File: src/rtl/mul_pkg.sv
// Shared encodings and helpers for the multiplier result packer.
// Product flags and beat-0 word selection live here so the top stays FSM-only.
package mul_pkg;

    typedef enum logic [1:0] {
        MODE_LO   = 2'b00,
        MODE_HI   = 2'b01,
        MODE_BOTH = 2'b10,
        MODE_SAT  = 2'b11
    } mode_e;

    typedef enum logic [1:0] {
        ST_EMPTY = 2'd0,
        ST_BEAT0 = 2'd1,
        ST_BEAT1 = 2'd2
    } state_e;

    localparam logic [31:0] SAT_POS = 32'h7FFF_FFFF;
    localparam logic [31:0] SAT_NEG = 32'h8000_0000;

    typedef struct packed {
        logic ovf;
        logic zero;
        logic neg;
    } flags_t;

    // Fits in 32-bit signed only if bits 63..31 are a pure sign extension.
    function automatic logic prod_ovf(input logic [63:0] p);
        return !((&p[63:31]) || !(|p[63:31]));
    endfunction

    function automatic flags_t prod_flags(input logic [63:0] p);
        flags_t f;
        f.ovf  = prod_ovf(p);
        f.zero = (p == 64'd0);
        f.neg  = p[63];
        return f;
    endfunction

    function automatic logic [31:0] beat0_data(input logic [63:0] p, input mode_e m,
                                               input logic ovf);
        logic [31:0] d;
        case (m)
            MODE_HI:  d = p[63:32];
            MODE_SAT: d = ovf ? (p[63] ? SAT_NEG : SAT_POS) : p[31:0];
            default:  d = p[31:0];
        endcase
        return d;
    endfunction

endpackage

File: src/rtl/mul_result_fifo.sv
// Small circular FIFO holding {tag, mode, product} entries ahead of the output stage.
// rdy is registered from the next-state count so it never depends on the consumer.
module mul_result_fifo #(
    parameter int DEPTH = 2,
    parameter int W     = 70
) (
    input  logic                       clk,
    input  logic                       rst_n,
    input  logic                       push,
    input  logic [W-1:0]               din,
    input  logic                       pop,
    output logic [W-1:0]               dout,
    output logic [$clog2(DEPTH):0]     count,
    output logic                       rdy
);
    localparam int AW = $clog2(DEPTH);
    localparam int CW = AW + 1;
    localparam logic [AW-1:0] PONE     = AW'(1);
    localparam logic [CW-1:0] CONE     = CW'(1);
    localparam logic [CW-1:0] FULL_CNT = CW'(DEPTH);

    logic [W-1:0]  mem [DEPTH];
    logic [AW-1:0] wptr, rptr;
    logic [CW-1:0] cnt, cnt_nxt;
    logic          do_push, do_pop;

    assign do_push = push && (cnt != FULL_CNT);
    assign do_pop  = pop && (cnt != '0);
    assign dout    = mem[rptr];
    assign count   = cnt;

    always_comb begin
        cnt_nxt = cnt;
        if (do_push && !do_pop)
            cnt_nxt = cnt + CONE;
        else if (!do_push && do_pop)
            cnt_nxt = cnt - CONE;
    end

    always_ff @(posedge clk or negedge rst_n) begin
        if (!rst_n) begin
            wptr <= '0;
            rptr <= '0;
            cnt  <= '0;
            rdy  <= 1'b0;
        end else begin
            if (do_push) wptr <= wptr + PONE;
            if (do_pop)  rptr <= rptr + PONE;
            cnt <= cnt_nxt;
            rdy <= (cnt_nxt != FULL_CNT);
        end
    end

    // Storage needs no reset: pointers and count define which entries are live.
    always_ff @(posedge clk) begin
        if (do_push) mem[wptr] <= din;
    end

endmodule

File: src/rtl/mul_result_packer.sv
// Returns buffered 64-bit signed products to the 32-bit result bus as one or two beats.
// Output stage is fully registered; flags, mode and tag are latched when an entry is popped.
module mul_result_packer
    import mul_pkg::*;
#(
    parameter int DEPTH = 2,
    parameter int TAG_W = 4
) (
    input  logic             clk,
    input  logic             rst_n,
    input  logic             in_valid,
    output logic             in_ready,
    input  logic [63:0]      in_product,
    input  logic [1:0]       in_mode,
    input  logic [TAG_W-1:0] in_tag,
    output logic             out_valid,
    input  logic             out_ready,
    output logic [31:0]      out_data,
    output logic             out_last,
    output logic             out_ovf,
    output logic             out_zero,
    output logic             out_neg,
    output logic [TAG_W-1:0] out_tag
);
    localparam int EW = 64 + 2 + TAG_W;

    logic [EW-1:0]          fifo_dout;
    logic [$clog2(DEPTH):0] fifo_count;
    logic                   fifo_empty;
    logic [63:0]            h_prod;
    mode_e                  h_mode;
    logic [TAG_W-1:0]       h_tag;
    flags_t                 h_flags;

    state_e      state, state_nxt;
    mode_e       cur_mode;
    logic [31:0] hi_word;
    logic        load, to_hi;

    mul_result_fifo #(.DEPTH(DEPTH), .W(EW)) u_fifo (
        .clk   (clk),
        .rst_n (rst_n),
        .push  (in_valid && in_ready),
        .din   ({in_tag, in_mode, in_product}),
        .pop   (load),
        .dout  (fifo_dout),
        .count (fifo_count),
        .rdy   (in_ready)
    );

    assign fifo_empty = (fifo_count == '0);
    assign h_prod     = fifo_dout[63:0];
    assign h_mode     = mode_e'(fifo_dout[65:64]);
    assign h_tag      = fifo_dout[EW-1:66];
    assign h_flags    = prod_flags(h_prod);
    assign out_valid  = (state != ST_EMPTY);

    always_ff @(posedge clk or negedge rst_n) begin
        if (!rst_n) state <= ST_EMPTY;
        else        state <= state_nxt;
    end

    always_comb begin
        state_nxt = state;
        load      = 1'b0;
        to_hi     = 1'b0;
        case (state)
            ST_EMPTY: begin
                if (!fifo_empty) begin
                    load      = 1'b1;
                    state_nxt = ST_BEAT0;
                end
            end
            ST_BEAT0: begin
                if (out_ready) begin
                    if (cur_mode == MODE_BOTH) begin
                        to_hi     = 1'b1;
                        state_nxt = ST_BEAT1;
                    end else if (!fifo_empty) begin
                        load      = 1'b1;
                    end else begin
                        state_nxt = ST_EMPTY;
                    end
                end
            end
            ST_BEAT1: begin
                if (out_ready) begin
                    if (!fifo_empty) begin
                        load      = 1'b1;
                        state_nxt = ST_BEAT0;
                    end else begin
                        state_nxt = ST_EMPTY;
                    end
                end
            end
            default: state_nxt = ST_EMPTY;
        endcase
    end

    // The high word is parked at pop so beat 1 needs no access to the FIFO.
    always_ff @(posedge clk or negedge rst_n) begin
        if (!rst_n) begin
            cur_mode <= MODE_LO;
            hi_word  <= '0;
            out_data <= '0;
            out_last <= 1'b0;
            out_ovf  <= 1'b0;
            out_zero <= 1'b0;
            out_neg  <= 1'b0;
            out_tag  <= '0;
        end else if (load) begin
            cur_mode <= h_mode;
            hi_word  <= h_prod[63:32];
            out_data <= beat0_data(h_prod, h_mode, h_flags.ovf);
            out_last <= (h_mode != MODE_BOTH);
            out_ovf  <= h_flags.ovf;
            out_zero <= h_flags.zero;
            out_neg  <= h_flags.neg;
            out_tag  <= h_tag;
        end else if (to_hi) begin
            out_data <= hi_word;
            out_last <= 1'b1;
        end
    end

endmodule
File: config.mk
export PLATFORM = sky130hd
export DESIGN_NAME = mul_result_packer
export DESIGN_NICKNAME = d
export VERILOG_FILES = /design/src/rtl/mul_pkg.sv /design/src/rtl/mul_result_fifo.sv /design/src/rtl/mul_result_packer.sv
export SDC_FILE = /design/constraint.sdc
export NUM_CORES = 1
export LEC_CHECK = 0
export CORE_ASPECT_RATIO = 0.5
export CORE_MARGIN = 2
export CORE_UTILIZATION = 56
export CTS_CLUSTER_SIZE = 20
export DETAILED_ROUTE_END_ITERATION = 16
export GPL_TIMING_DRIVEN = 1
export MAX_ROUTING_LAYER = met4
export PLACE_DENSITY = 0.77
export SYNTH_ARGS = -nofsm -noshare
export SYNTH_HDL_FRONTEND = slang
export SYNTH_SLANG_ARGS = --single-unit
File: constraint.sdc
create_clock -name clk -period 5.93 [get_ports clk]
set_clock_uncertainty 0.05 [all_clocks]
set_input_delay 0.8895 -clock clk [delete_from_list [all_inputs] [get_ports clk]]
set_output_delay 0.8895 -clock clk [all_outputs]
set_load 0.02 [all_outputs]
==> impl_metrics.json, run 1 <==
{
  "outcome": "completed",
  "finalCritPeriodShare_pct": 57.0,
  "diodes": 0,
  "dr.pass1.iters": 5,
  "final_cell_area_mm2": 0.0114,
  "synth.net_count": 795,
  "port_buffers": 115,
  "placementRows": 33,
  "switchingPower_w": 0.00255,
  "irDropWorstVdd_uv": 365,
  "htree_levels": 1,
  "startpoint_type": "flip-flop",
  "pwr-share-seq_pct": 39.0,
  "setup_viol": 0,
  "arrival_ns": 3.71,
  "seq_area_frac_synth_pct": 65.8,
  "dpl_cell_area_mm2": 0.0107,
  "slew_headroom_pct": 13.8,
  "netSwitchingFraction_pct": 38.6,
  "grt_use_total_pct": 27.5,
  "tns_ns": 0,
  "p_per_area_mw_per_mm2": 580,
  "die_area_mm2": 0.0180,
  "clock_latency_ns": 0.49,
  "grt_pass1_wl_um": 36400,
  "met1_usage_pct": 40.8,
  "postSynthCellCount": 715,
  "numCtsBuffers": 20,
  "crit_type": "reg -> reg",
  "final_max_slew_viol_count": 0,
  "synth_edf_count": 140,
  "antenna_found_initial": 0,
  "post-dp-hpwl_um": 16200,
  "cts_root_buf": "clkbuf_16",
  "grt_pass1_vias": 6387,
  "wl_per_cell_um": 22.4,
  "worst_hold_path_type": "reg -> reg",
  "intPower_w": 0.00407,
  "fmax_mhz": 296,
  "maxCapViolations": 0,
  "rsz0062_at_grt": "false",
  "ioPinCount": 116,
  "core_mm2": 0.0164,
  "synth-main-ff-cell": "edfxtp_1",
  "p_clk_share_pct": 20.0,
  "syn_area_per_cell_um2": 13.2,
  "cts_tree": "done",
  "end_kind": "flip-flop",
  "leakagePower_nw": 4.34,
  "async_flop_share_pct": 36.4,
  "clk_pin_slew_ns": 0.07,
  "critPathRequiredTime_ns": 6.26,
  "num_vias": 6554,
  "cts.repair.resized": 0,
  "cts.sink_count": 220,
  "pre_cts_ws_ns": 2.28,
  "worst_slew_pin_slew_ns": 1.29,
  "ys_ff_latch": 220,
  "dp.cells": 1022,
  "first_iter_violations": 750,
  "start_util_pct": 57.4,
  "hold_violations": 0,
  "busiest_layer": "met2",
  "grt_max_degree": 81,
  "drive_gt1_share_pct": 10.8,
  "synthToLayoutAreaGrowth_pct": 20.9,
  "use_met3_pct": 3.79,
  "combPwrFrac_pct": 41.0,
  "clockBufferDepth": 3,
  "dieWidth_um": 188,
  "layout.nets": 897,
  "whs_ns": 0.427,
  "drc_errors": 0,
  "postCtsHoldBufs": 0,
  "die_h_um": 95.8,
  "gp_congestion": 0.936,
  "finalWorstSetupSlack_ns": 2.55,
  "layoutNonFillerInstCount": 1058,
  "gr-total-overflow": 0,
  "cts_setup_buffers": 0,
  "ys_warn_count": 0,
  "ys_types": 51,
  "drt_wl_total_um": 23700,
  "period_needed_ns": 3.38,
  "synthesis.area_mm2": 0.00943,
  "path_max_fanout": 74,
  "grtUsageMet2_pct": 42.0,
  "viasPerCell": 6.19,
  "ant_nets": 0
}
layout make-up:
type                            count  area, um^2
Timing Repair Buffer              127        1240
Fill cell                        1172        5030
Sequential cell                   220        6210
Inverter                           10        40.0
Clock buffer                       30         621
Clock inverter                      6        56.3
Tap cell                          227         284
Multi-Input combinational cell    438        2960
cell usage in the layout, fill, tap and decap left out, types with 14 or more instances in the layout:
cell type and instances:
mux2_2 31, nand4_1 14, dfrtp_1 79, mux2i_1 35
nand2_1 50, o31ai_1 33, o21ai_0 38, clkbuf_16 22
a21oi_1 41, clkdlybuf4s50_1 114, edfxtp_1 140, and3_1 60
a31oi_1 33, nor4_1 24
final timing paths:
kind	start	endpoint	slack, ns	depth (start not counted)
worst max-delay path	state[0]	out_data[21]	2.55	9
worst min-delay path	hi_word[15]	hi_word[15]	0.43	2
worst max register to register	state[0]	out_data[21]	2.55	9
worst min register to register	hi_word[15]	hi_word[15]	0.43	2
max in group asynchronous	rst_n	u_fifo.rptr	4.57	1
min in group asynchronous	rst_n	u_fifo.rptr	0.52	1
power by group through the flow:
stage / Combinational [W] / Clock [W] / Sequential, W
floorplan: 0.00174 / 0 / 0.00260
finish: 0.00271 / 0.00132 / 0.00258
global route: 0.00295 / 0.00140 / 0.00263
global placement: 0.00259 / 0 / 0.00259
CTS: 0.00269 / 0.00134 / 0.00258
detailed placement: 0.00267 / 0 / 0.00260
flip-flops by register name, indices dropped and copies added, names as in the netlist:
signal        count
out_zero          1
out_last          1
state             2
u_fifo.rptr       1
hi_word          31
u_fifo.mem      140
u_fifo.wptr       1
u_fifo.rdy        1
out_neg           1
out_ovf           1
cur_mode          2
out_data         32
u_fifo.count      2
out_tag           4
kinds of logic (layout without fill, tap and decap cells):
kind of cell / Yosys count / after routing / synth area share, %
flip-flops: 220 / 220 / 65.8
XOR/XNOR: 4 / 4 / 0.371
AND/OR/NAND/NOR: 201 / 201 / 11.9
buffers and inverters: 57 / 173 / 3.06
adder cells (fa/ha/maj): 8 / 8 / 1.01
AO/OA/AOI/OAI: 157 / 157 / 10.2
multiplexers: 68 / 68 / 7.69
critical path, stage by stage (launching register included):
cell and delay (ns):
dfrtp_1 0.40, inv_1 0.08, ha_1 0.23, or3b_1 0.37
a31oi_1 0.33, or3_2 0.93, and2_1 0.24, buf_4 0.36
a21oi_1 0.15, o31ai_1 0.10
layer usage:
layer	up-vias	wire length [um]
met5	-	0
met4	0	189
met3	19	1820
met2	276	10600
met1	3294	11100
li1	2965	-
stage by stage:
step,power [W],utilization (%)
6_report,0.00662,69.4
5_1_grt,0.00698,69.4
4_1_cts,0.00661,69.4
3_5_place_dp,0.00528,65.3
3_3_place_gp,0.00518,65.3
2_1_floorplan,0.00434,-
synth_stat cells (all sizes together), types with 4 or more instances:
cell type | instances | share of area, %
a21oi | 41 | 2.2
a31oi | 33 | 2.2
and3 | 60 | 4.0
buf | 24 | 1.7
clkbuf | 23 | 0.92
dfrtp | 80 | 21
edfxtp | 140 | 45
ha | 6 | 0.80
inv | 10 | 0.42
mux2 | 33 | 4.0
mux2i | 35 | 3.7
nand2 | 50 | 2.0
nand3 | 6 | 0.32
nand4 | 14 | 0.93
nor2 | 13 | 0.52
nor2b | 7 | 0.46
nor3 | 10 | 0.58
nor4 | 24 | 1.6
o21ai | 40 | 2.1
o31ai | 34 | 2.7
xnor2 | 4 | 0.37
Power figures use the tool's default switching activity.
==> run 2: changes to the inputs <==
==> constraint.sdc (replaced) <==
create_clock -name clk -period 3.5 [get_ports clk]
set_clock_uncertainty 0.05 [all_clocks]
set_input_delay 0.525 -clock clk [delete_from_list [all_inputs] [get_ports clk]]
set_output_delay 0.525 -clock clk [all_outputs]
set_load 0.02 [all_outputs]
==> run 2 against run 1 <==
Fmax is 23% higher. Largest cell class unchanged. Die area unchanged. Routed wire length decreased by 1.4%. Count of clock-buffer cells in the layout up 1. Highest routed layer unchanged. Cell area about the same.
==> impl_metrics.json, run 2 (synthesis results as in run 1) <==
{
  "critPathRequiredTime_ns": 3.82,
  "slowest_delay_ns": 0.68,
  "period_needed_ns": 2.76,
  "nFillCells": 1147,
  "regMostFlops": "u_fifo.mem",
  "diodes": 0,
  "grt_max_degree": 101,
  "worst_slew_pin_slew_ns": 1.05,
  "intPower_w": 0.00686,
  "path_max_fanout": 30,
  "leakagePower_nw": 4.33,
  "core_mm2": 0.0164,
  "antenna_found_initial": 0,
  "largest_reg_flops": 140,
  "end_kind": "flip-flop",
  "dieWidth_um": 188,
  "grt_use_total_pct": 27.0,
  "die_area_mm2": 0.0180,
  "switchingPower_w": 0.00429,
  "setup_viol": 0,
  "grt_pass1_wl_um": 35600,
  "combPwrFrac_pct": 42.1,
  "final_max_slew_viol_count": 0,
  "fmax_mhz": 363,
  "viasPerCell": 6.20,
  "arrival_ns": 3.08,
  "gr-total-overflow": 0,
  "power_w": 0.0112,
  "cts_root_buf": "clkbuf_16",
  "final_common_cell": "edfxtp_1",
  "critical_path.most_common_cell": "buf_4",
  "numCtsBuffers": 20,
  "gp_congestion": 0.911,
  "ioPinCount": 116,
  "multi_input_comb_area_mm2": 0.00296,
  "startpoint_type": "flip-flop",
  "netSwitchingFraction_pct": 38.5,
  "placementRows": 33,
  "pre_cts_ws_ns": 0.798,
  "worstPathCellList": "buf_4 > nor2b_1 > nand4_1 > a21oi_1 > and4b_1 > o21ai_2 > buf_4 > o31ai_1",
  "start_util_pct": 57.4,
  "dpl_cell_area_mm2": 0.0108,
  "grt_pass1_vias": 6211,
  "critPathSlowestCell": "dfrtp_4",
  "die_h_um": 95.8,
  "worst_hold_path_type": "in -> async",
  "synthToLayoutAreaGrowth_pct": 20.9,
  "final_cell_mix": "edfxtp_1, clkdlybuf4s50_1, dfrtp_1",
  "rsz0062_at_grt": "false",
  "irDropWorstVdd_uv": 572,
  "hold_violations": 0,
  "drt_wl_total_um": 23400,
  "finalWorstSetupSlack_ns": 0.743,
  "drc_errors": 0,
  "clock_latency_ns": 0.50,
  "maxCapViolations": 0,
  "clk_pin_slew_ns": 0.06,
  "slew_headroom_pct": 30.1,
  "port_buffers": 115,
  "ff_latch_area_mm2": 0.00621,
  "cts_setup_buffers": 0,
  "cts_tree": "done",
  "first_iter_violations": 775,
  "layout.nets": 900,
  "finalCritPeriodShare_pct": 78.8,
  "htree_levels": 1,
  "top_regs": "u_fifo.mem x140, out_data x32, hi_word x31",
  "num_vias": 6575,
  "crit_type": "reg -> reg",
  "wl_per_cell_um": 22.1,
  "final_cell_area_mm2": 0.0114,
  "tns_ns": 0,
  "outcome": "completed",
  "clockBufferDepth": 3,
  "drive_gt1_share_pct": 10.6,
  "pwr-share-seq_pct": 38.6,
  "cts.repair.resized": 0,
  "dr.pass1.iters": 5,
  "final_util_pct": 69.4,
  "ant_nets": 0,
  "p_clk_share_pct": 19.4,
  "post-dp-hpwl_um": 16200,
  "p_per_area_mw_per_mm2": 978,
  "cts.sink_count": 220,
  "postCtsHoldBufs": 0
}
## run 2: cell type report
cell class | instances | share of cell area, %
timing repair buffer | 130 | 11.2
clock inverter | 5 | 0.417
sequential | 220 | 54.4
tap | 227 | 2.49
clock buffer | 31 | 5.20
inverter | 10 | 0.351
multi-input combinational | 438 | 25.9
## run 2: power groups by stage
| stage | clock network (W) | logic (W) | registers [W] |
|---|---|---|---|
| 2_1_floorplan | 0 | 0.00295 | 0.00440 |
| 3_3_place_gp | 0 | 0.00451 | 0.00431 |
| 3_5_place_dp | 0 | 0.00462 | 0.00434 |
| 4_1_cts | 0.00218 | 0.00464 | 0.00429 |
| 5_1_grt | 0.00229 | 0.00510 | 0.00438 |
| 6_report | 0.00216 | 0.00469 | 0.00430 |
## run 2: per-layer routing
metal  vias to the layer above  wire length [um]  global-route usage, %
li1                       2961                 -                      -
met1                      3232             10600                   40.1
met2                       342             10200                   38.4
met3                        40              2290                   5.87
met4                         0               416                   5.77
met5                         -                 0                      -
## run 2: critical path: cells and delay by family, from the launching register on
family	cells	cell delay [ns]
buffers and inverters	2	0.84
DFF	1	0.68
AOI/OAI and AO/OA	3	0.56
and+or+nand+nor	3	0.49
## run 2: metrics by stage
step,std cells,hold slack (ns)
finish,1061,0.149
global route,1061,0.223
CTS,1061,0.193
detailed placement,1025,0.412
global placement,1025,0.404
floorplan,715,0.179
## run 2: path summary, 6_finish.rpt
kind | from | to | slack [ns] | cells past startpoint
min in group clk | hi_word[6] | hi_word[6] | 0.42 | 2
worst max-delay path | u_fifo.rptr | out_data[4] | 0.74 | 8
max in group asynchronous | rst_n | u_fifo.rptr | 2.51 | 1
worst min-delay path | rst_n | u_fifo.rptr | 0.15 | 1
worst min register to register | hi_word[6] | hi_word[6] | 0.42 | 2
worst max register to register | u_fifo.rptr | out_data[4] | 0.74 | 8
